### src/rtl/mips_pipe_pkg.sv
// Shared types and constants for the MIPS pipeline hazard controller.
package mips_pipe_pkg;

  localparam int unsigned FWD_W  = 2;
  localparam int unsigned CNT_W  = 4;
  localparam int unsigned PERF_W = 32;

  typedef enum logic [FWD_W-1:0] {
    FWD_NONE = 2'b00,
    FWD_WB   = 2'b01,
    FWD_MEM  = 2'b10
  } fwd_sel_t;

  typedef enum logic [1:0] {
    RUN      = 2'b00,
    LU_STALL = 2'b01,
    MEM_WAIT = 2'b10
  } haz_state_t;

  // Saturating increment for the performance counters.
  function automatic logic [PERF_W-1:0] sat_inc(input logic [PERF_W-1:0] v);
    return (&v) ? v : v + PERF_W'(1);
  endfunction

endpackage

### src/rtl/pipe_hazard_ctrl_fwd_select.sv
// Per-operand forward select: the MEM-stage result beats the WB-stage result.
module fwd_select
  import mips_pipe_pkg::*;
#(
  parameter int unsigned REG_AW = 5
) (
  input  logic [REG_AW-1:0] src_i,
  input  logic              mem_regwrite_i,
  input  logic [REG_AW-1:0] mem_rd_i,
  input  logic              wb_regwrite_i,
  input  logic [REG_AW-1:0] wb_rd_i,
  output fwd_sel_t          sel_o
);

  // Register 0 is never forwarded since it always reads as zero.
  always_comb begin
    sel_o = FWD_NONE;
    if (mem_regwrite_i && (mem_rd_i != '0) && (mem_rd_i == src_i)) begin
      sel_o = FWD_MEM;
    end else if (wb_regwrite_i && (wb_rd_i != '0) && (wb_rd_i == src_i)) begin
      sel_o = FWD_WB;
    end
  end

endmodule

### src/rtl/pipe_hazard_ctrl.sv
// Hazard controller for the 5-stage MIPS pipeline: forwarding, load-use
// stalls, memory-wait freezes and branch flushes.
// Optional feature macro: HAZARD_PERF_EN builds the stall/flush counters.
module pipe_hazard_ctrl
  import mips_pipe_pkg::*;
#(
  parameter int unsigned NUM_SRC      = 2,
  parameter int unsigned REG_AW       = 5,
  parameter int unsigned LOAD_LATENCY = 1,
  parameter int unsigned FLUSH_DEPTH  = 2
) (
  input  logic                      clk,
  input  logic                      rst,
  input  logic                      id_valid,
  input  logic [NUM_SRC*REG_AW-1:0] id_src,
  input  logic [NUM_SRC-1:0]        id_src_used,
  input  logic [NUM_SRC*REG_AW-1:0] ex_src,
  input  logic                      ex_memread,
  input  logic [REG_AW-1:0]         ex_rd,
  input  logic                      mem_regwrite,
  input  logic [REG_AW-1:0]         mem_rd,
  input  logic                      wb_regwrite,
  input  logic [REG_AW-1:0]         wb_rd,
  input  logic                      mem_req,
  input  logic                      mem_ack,
  input  logic                      branch_taken,
  output logic                      pc_write,
  output logic                      ifid_write,
  output logic                      idex_bubble,
  output logic                      freeze,
  output logic [FLUSH_DEPTH-1:0]    flush,
  output logic [FWD_W*NUM_SRC-1:0]  fwd_sel,
  output logic [PERF_W-1:0]         stall_cycles,
  output logic [PERF_W-1:0]         flush_events
);

  haz_state_t       state_q, state_d;
  logic [CNT_W-1:0] cnt_q, cnt_d;
  logic             src_hit;
  logic             load_use;

  // One forward selector per EX-stage source operand.
  for (genvar g = 0; g < NUM_SRC; g++) begin : g_fwd
    fwd_sel_t sel;
    fwd_select #(.REG_AW(REG_AW)) u_fwd_select (
      .src_i          (ex_src[g*REG_AW +: REG_AW]),
      .mem_regwrite_i (mem_regwrite),
      .mem_rd_i       (mem_rd),
      .wb_regwrite_i  (wb_regwrite),
      .wb_rd_i        (wb_rd),
      .sel_o          (sel)
    );
    assign fwd_sel[g*FWD_W +: FWD_W] = sel;
  end

  // Any used ID operand that matches the load destination in EX.
  always_comb begin
    src_hit = 1'b0;
    for (int unsigned i = 0; i < NUM_SRC; i++) begin
      if (id_src_used[i] && (id_src[i*REG_AW +: REG_AW] == ex_rd)) begin
        src_hit = 1'b1;
      end
    end
  end

  assign load_use = id_valid && ex_memread && (ex_rd != '0) && src_hit;

  // State and stall-counter registers.
  always_ff @(posedge clk or posedge rst) begin
    if (rst) begin
      state_q <= RUN;
      cnt_q   <= '0;
    end else begin
      state_q <= state_d;
      cnt_q   <= cnt_d;
    end
  end

  // Next state and hazard outputs; memory freeze outranks branch, branch outranks load-use.
  always_comb begin
    state_d     = state_q;
    cnt_d       = cnt_q;
    pc_write    = 1'b1;
    ifid_write  = 1'b1;
    idex_bubble = 1'b0;
    freeze      = 1'b0;
    flush       = '0;
    unique case (state_q)
      RUN: begin
        if (mem_req && !mem_ack) begin
          freeze     = 1'b1;
          pc_write   = 1'b0;
          ifid_write = 1'b0;
          state_d    = MEM_WAIT;
        end else if (branch_taken) begin
          flush = '1;
        end else if (load_use) begin
          pc_write    = 1'b0;
          ifid_write  = 1'b0;
          idex_bubble = 1'b1;
          if (LOAD_LATENCY > 1) begin
            state_d = LU_STALL;
            cnt_d   = CNT_W'(LOAD_LATENCY - 1);
          end
        end
      end
      LU_STALL: begin
        if (branch_taken) begin
          flush   = '1;
          state_d = RUN;
          cnt_d   = '0;
        end else begin
          pc_write    = 1'b0;
          ifid_write  = 1'b0;
          idex_bubble = 1'b1;
          cnt_d       = cnt_q - CNT_W'(1);
          if (cnt_q == CNT_W'(1)) begin
            state_d = RUN;
          end
        end
      end
      MEM_WAIT: begin
        freeze     = 1'b1;
        pc_write   = 1'b0;
        ifid_write = 1'b0;
        if (mem_ack) begin
          state_d = RUN;
        end
      end
      default: begin
        state_d = RUN;
        cnt_d   = '0;
      end
    endcase
  end

`ifdef HAZARD_PERF_EN
  logic [PERF_W-1:0] stall_cnt_q, flush_cnt_q;

  // Saturating counts of PC-hold cycles and flush cycles.
  always_ff @(posedge clk or posedge rst) begin
    if (rst) begin
      stall_cnt_q <= '0;
      flush_cnt_q <= '0;
    end else begin
      if (!pc_write) stall_cnt_q <= sat_inc(stall_cnt_q);
      if (|flush)    flush_cnt_q <= sat_inc(flush_cnt_q);
    end
  end

  assign stall_cycles = stall_cnt_q;
  assign flush_events = flush_cnt_q;
`else
  assign stall_cycles = '0;
  assign flush_events = '0;
`endif

endmodule

### config.mk
export PLATFORM = sky130hd
export DESIGN_NAME = pipe_hazard_ctrl
export DESIGN_NICKNAME = d
export VERILOG_FILES = /design/src/rtl/mips_pipe_pkg.sv /design/src/rtl/pipe_hazard_ctrl_fwd_select.sv /design/src/rtl/pipe_hazard_ctrl.sv
export SDC_FILE = /design/constraint.sdc
export NUM_CORES = 1
export LEC_CHECK = 0
export ABC_AREA = 1
export CORE_MARGIN = 1
export CORE_UTILIZATION = 33
export CTS_BUF_LIST = sky130_fd_sc_hd__clkbuf_4
export CTS_CLUSTER_DIAMETER = 40
export DETAILED_ROUTE_END_ITERATION = 10
export PLACE_DENSITY = 0.93
export SLEW_MARGIN = 15
export SYNTH_ARGS = -nofsm -noshare
export SYNTH_HDL_FRONTEND = slang
export SYNTH_HIERARCHICAL = 1
export SYNTH_SLANG_ARGS = --single-unit
### constraint.sdc
create_clock -name clk -period 1.3 [get_ports clk]
set_input_delay 0.195 -clock clk [delete_from_list [all_inputs] [get_ports clk]]
set_output_delay 0.195 -clock clk [all_outputs]
set_load 0.03 [all_outputs]
==> flow_metrics.tcl, run 1 <==
set metrics [dict create \
    status "complete, but fails checks" \
    violations "negative setup slack" \
    grt_max_degree 7 \
    largest-register "state_q" \
    vias_per_cell 3.997 \
    period_share_pct 100.2 \
    ioPinCount 120 \
    dieHeight_um 63.21 \
    rsz0062_at_grt "yes" \
    detailedPlace.worstSlack_ns -0.3919 \
    design_area_um2 1614 \
    start_util_pct 35.64 \
    core_um2 3468 \
    cp.required_ns 1.11 \
    grt_overflow_total 0 \
    ys_warn_count 6 \
    synth_area_um2 1236 \
    wl_mm 2.978 \
    reg_top3 "state_q: 1 flops" \
    gp_congestion 0.8692 \
    place_hpwl_mm 2.345 \
    final_common_cell "conb_1" \
    grt_pass1_wl_mm 4.567 \
    synth_seq_cells 1 \
    setup_tns_ns -0.003616 \
    hold_viol_final 0 \
    path_cells "clkdlybuf4s15_2 -> nand2_1 -> nand2_1 -> nor2_1 -> nand3_1 -> nand2_2 -> buf_6 -> a21oi_4 -> buf_6" \
    insertion_delay_ns 0 \
    ys_seq_area_share_pct 2.024 \
    maxCapViolCount 0 \
    critPathMaxFanout 2 \
    startpoint_type "primary input" \
    layout_common_cells "conb_1, nand2_1, inv_1" \
    post_drt_wl_per_cell_um 8.708 \
    syn2layout_area_growth_pct 30.57 \
    die-area_um2 3995 \
    setup_ws_ns -0.002440 \
    crit_path_top_delay_cell "clkdlybuf4s15_2" \
    largest_reg_flops 1 \
    placed_area_um2 1643 \
    worst_ir_drop_vdd_mv 0.2860 \
    setup_violations 2 \
    worstPathArrival_ns 1.11 \
    drt-pass1-iter-count 4 \
    seq_area_um2 25.02 \
    antenna_found_initial 0 \
    cts.clk_slew.worst_paths_ns 0 \
    p_per_area_nw_per_um2 432.3 \
    critPathMaxStageDelay_ns 0.19 \
    drc_errors 0 \
    grt_usage_pct 13.34 \
    multiInputGateArea_um2 860.8 \
    finClkSkew_ns 0 \
    hold_ws_ns 0.3396 \
    numPortBuffers 55 \
    die_w_um 63.21 \
    fmax_mhz 767.8 \
    min_path_type "primary input to async pin" \
    first_global_vias 1212 \
    nets 344 \
    post-route-min-period_ns 1.302 \
    power.total_uw 697.7 \
    initialDrtViolationCount 81 \
    p_leak_uw 0.001036 \
    final_max_slew_viol_count 0 \
    synthCells 234 \
    postSynthAreaPerCell_um2 5.283 \
    drive_gt1_share_pct 33.45 \
    antenna_cells 0 \
    hold_buffers 0 \
    ys_types 17 \
    ant_nets 0 \
    row_count 21 \
    fillers 363 \
    endpoint_kind "output pin" \
    crit_type "primary input to output pin" \
    via_count 1367 \
]
power by group:
group | internal (µW) | total (µW) | switching [µW] | leakage (µW)
logic | 195 | 663 | 468 | 0.00102
registers | 33.8 | 34.2 | 0.478 | 0.0000125
clock network | 0 | 0 | 0 | 0
total | 229 | 698 | 469 | 0.00104
cells in the mapped netlist (all sizes together):
library cell / count / area (µm²)
xor2: 2 / 17.52
nand2: 70 / 277.8
nand4: 1 / 6.260
inv: 42 / 157.6
a21oi: 4 / 20.02
buf: 66 / 495.5
nand3: 11 / 55.05
a21boi: 2 / 15.01
o21ai: 7 / 35.03
o21bai: 1 / 7.510
nor2: 26 / 120.1
conb: 1 / 3.750
dfrtp: 1 / 25.02
per-stage QoR:
step           util, %  instances
2_1_floorplan        -        297
3_3_place_gp     47.37        340
3_5_place_dp     47.37        340
4_1_cts          46.43        341
5_1_grt          46.54        342
6_report         46.54        342
final cells by class:
| type | count | area share [%] |
|---|---|---|
| Inverter | 42 | 10.39 |
| Multi-Input combinational cell | 188 | 53.33 |
| Sequential cell | 1 | 1.550 |
| Tap cell | 46 | 3.566 |
| Timing Repair Buffer | 65 | 31.16 |
worst max-delay path: cells and delay by family:
kind                   cells  cell delay [ns]
buffers and inverters      3             0.46
AOI/OAI and AO/OA          1             0.15
and+or+nand+nor            5             0.30
worst paths after layout:
kind	startpoint	end	slack (ns)	cells past startpoint
worst max-delay path	id_src[3]	pc_write	-0.002	9
worst min-delay path	rst	state_q[1]	0.34	2
worst max register to register	state_q[1]	state_q[1]	0.70	2
worst min register to register	state_q[1]	state_q[1]	0.52	2
max in group asynchronous	rst	state_q[1]	0.87	2
min in group clk	state_q[1]	state_q[1]	0.52	2
per-layer routing:
metal	up-vias	wire [µm]	share of wire (%)	global-route usage [%]
met5	-	0	0	0
met4	0	21	0.71	1.420
met3	2	307	10	1.268
met2	90	1638	55	28.49
met1	592	1010	34	13.92
li1	683	-	-	-
repair_timing:
item                                    CTS  global route
resized for setup                       139            40
setup buffers                             1             1
pin swaps                                37            25
endpoints found under the setup margin   10             7
logic make-up after synthesis:
family,count (synthesis),share of synthesized area (%)
other,1,0.3034
XOR/XNOR,2,1.417
flip-flops,1,2.024
buffers and inverters,108,52.83
AO/OA/AOI/OAI,14,6.275
AND/OR/NAND/NOR,108,37.15
Note: power is estimated with default switching activity, not from simulation.
==> run 2: changes to the inputs <==
Settings changed: CORE_MARGIN 1 to default, CORE_UTILIZATION 33 to 31, PLACE_DENSITY 0.93 to 0.94, SYNTH_HIERARCHICAL 1 to default.
==> flow_metrics.tcl, run 2 <==
set metrics [dict create \
    placed_area_um2 1479 \
    setup_violations 0 \
    core_um2 3337 \
    ys_seq_area_share_pct 2.312 \
    setup_ws_ns 0.02309 \
    hold_ws_ns 0.3413 \
    die-area_um2 3731 \
    startpoint_type "primary input" \
    ys_types 17 \
    hold_buffers 0 \
    comb_power_share_pct 95.0 \
    postSynthAreaPerCell_um2 6.013 \
    final_max_slew_viol_count 0 \
    row_count 21 \
    min_path_type "primary input to async pin" \
    ys_warn_count 0 \
    worstPathArrival_ns 1.08 \
    maxCapViolCount 0 \
    layout_common_cells "conb_1, nand2_1, buf_2" \
    r2r_cells 2 \
    synthCells 180 \
    p_per_area_nw_per_um2 454.4 \
    antenna_cells 0 \
    clockPowerShare_pct 0 \
    grt_usage_pct 11.51 \
    detailedPlace.worstSlack_ns -0.4058 \
    antenna_found_initial 0 \
    worst_ir_drop_vdd_mv 0.1688 \
    p_sw_share_pct 64.96 \
    post_drt_wl_per_cell_um 8.387 \
    power_frac_seq_pct 5.0 \
    p_leak_uw 0.0008705 \
    endpoint_kind "output pin" \
    place_hpwl_mm 2.005 \
    post-route-min-period_ns 1.277 \
    power.total_uw 689.0 \
    synth_area_leaders "buf_4, nand2_1, xnor2_1, nor2_1, xor2_1" \
    numPortBuffers 55 \
    fmax_mhz 783.1 \
    vias_per_cell 3.750 \
    grt_max_degree 5 \
    syn2layout_area_growth_pct 40.12 \
    ys.flop_type "dfrtp_1" \
    drt-pass1-iter-count 6 \
    synth_async_sr_flop_share_pct 100.0 \
    finClkSkew_ns 0 \
    crit_type "primary input to output pin" \
    r2r-start "state_q[1]" \
    drive_gt1_share_pct 38.66 \
    synth_top_area_share_pct 45.78 \
    grt_overflow_total 0 \
    period_share_pct 98.22 \
    grt_pass1_wl_mm 3.367 \
    insertion_delay_ns 0 \
    ant_nets 0 \
    synth_seq_cells 1 \
    reg_top3 "state_q: 1 flops" \
    synth_area_um2 1082 \
    rsz0062_at_grt "yes" \
    rr_endpoint "state_q[1]" \
    hold_viol_final 0 \
    die_w_um 61.09 \
    p_sw_uw 447.6 \
    cts.clk_slew.worst_paths_ns 0 \
    wl_mm 2.382 \
    cp.required_ns 1.11 \
    initialDrtViolationCount 41 \
    ioPinCount 120 \
    design_area_um2 1516 \
    synth_top_area_cell "buf_4" \
    synth-edff-count 0 \
    start_util_pct 32.43 \
    largest_reg_flops 1 \
    setup_tns_ns 0 \
    synth_common_cells "buf_4, nand2_1, nor2_1, inv_1, xnor2_1" \
    largest-register "state_q" \
    status "complete, no violations" \
    final_common_cell "conb_1" \
    dieHeight_um 61.09 \
    drc_errors 0 \
    critPathMaxFanout 4 \
    gp_congestion 0.7909 \
    synth.most_common_cell "buf_4" \
    first_global_vias 824 \
    nets 286 \
    intPower_uw 241.5 \
    rrSetupSlack_ns 0.70 \
    via_count 1065 \
]
==> run 2: layer usage <==
metal	up-vias	part of all wire, %	GRT usage (%)
met1	466	33	12.72
met5	-	0	0
li1	524	-	-
met2	71	56	24.53
met4	0	1.4	0.9740
met3	4	9.3	0.4202
==> run 2: how the worst max path moves through the flow <==
stage / from / endpoint / cells after the start
after floorplan: mem_rd[1] / fwd_sel[0] / 5
after global placement: ex_rd[3] / idex_bubble / 10
after detailed placement: ex_rd[0] / idex_bubble / 10
after CTS: mem_rd[3] / fwd_sel[2] / 7
after global routing: id_src[9] / ifid_write / 10
final: ex_rd[3] / ifid_write / 10
==> run 2: kinds of logic (layout without fill, tap and decap cells) <==
group,Yosys count,in the layout,share of synthesized area [%]
xor gates and xnor gates,20,20,16.19
other,1,64,0.3465
buffers and inverters,86,81,52.72
and+or+nand+nor,67,67,25.78
DFF,1,1,2.312
AOI/OAI and AO/OA,5,5,2.659
==> run 2: layout make-up <==
type / count / area (µm²)
inverters: 20 / 87.58
multi-input cells: 156 / 844.6
flip-flops and latches: 1 / 25.02
repair buffers: 61 / 501.7
well taps: 46 / 57.56
fillers: 358 / 1821
==> run 2: repair_timing <==
action                     in CTS  in global routing
pin swaps                      53                 36
setup endpoints to repair      10                  5
resized for setup             153                 54
setup buffers                   0                  1
==> run 2: worst max-delay path, stage by stage <==
cell,delay (ns)
buf_8,0.10
inv_6,0.06
nand2_2,0.04
nand2_1,0.06
nor2_1,0.04
nand3_1,0.09
nand2_2,0.08
buf_6,0.12
a21oi_4,0.14
buf_6,0.15
==> run 2: power groups by stage <==
stage	Clock [µW]	Sequential, µW	Combinational, µW
2_1_floorplan	0	34.2	568
6_report	0	34.4	655
4_1_cts	0	34.4	609
5_1_grt	0	34.6	709
3_3_place_gp	0	34.3	627
3_5_place_dp	0	34.4	635
==> run 2: through the flow <==
stage | utilization (%) | std cells
3_5_place_dp | 44.32 | 283
5_1_grt | 45.44 | 284
2_1_floorplan | - | 243
4_1_cts | 42.14 | 283
6_report | 45.44 | 284
3_3_place_gp | 44.32 | 283
==> run 3: changes to the inputs <==
Settings changed: CORE_UTILIZATION 31 to 33, PLACE_DENSITY 0.94 to 0.93, SLEW_MARGIN 15 to default, SYNTH_HIERARCHICAL from default to 1.
==> results of run 3 <==
Same layout as run 1: the final DEF is identical, and so are final timing and power.
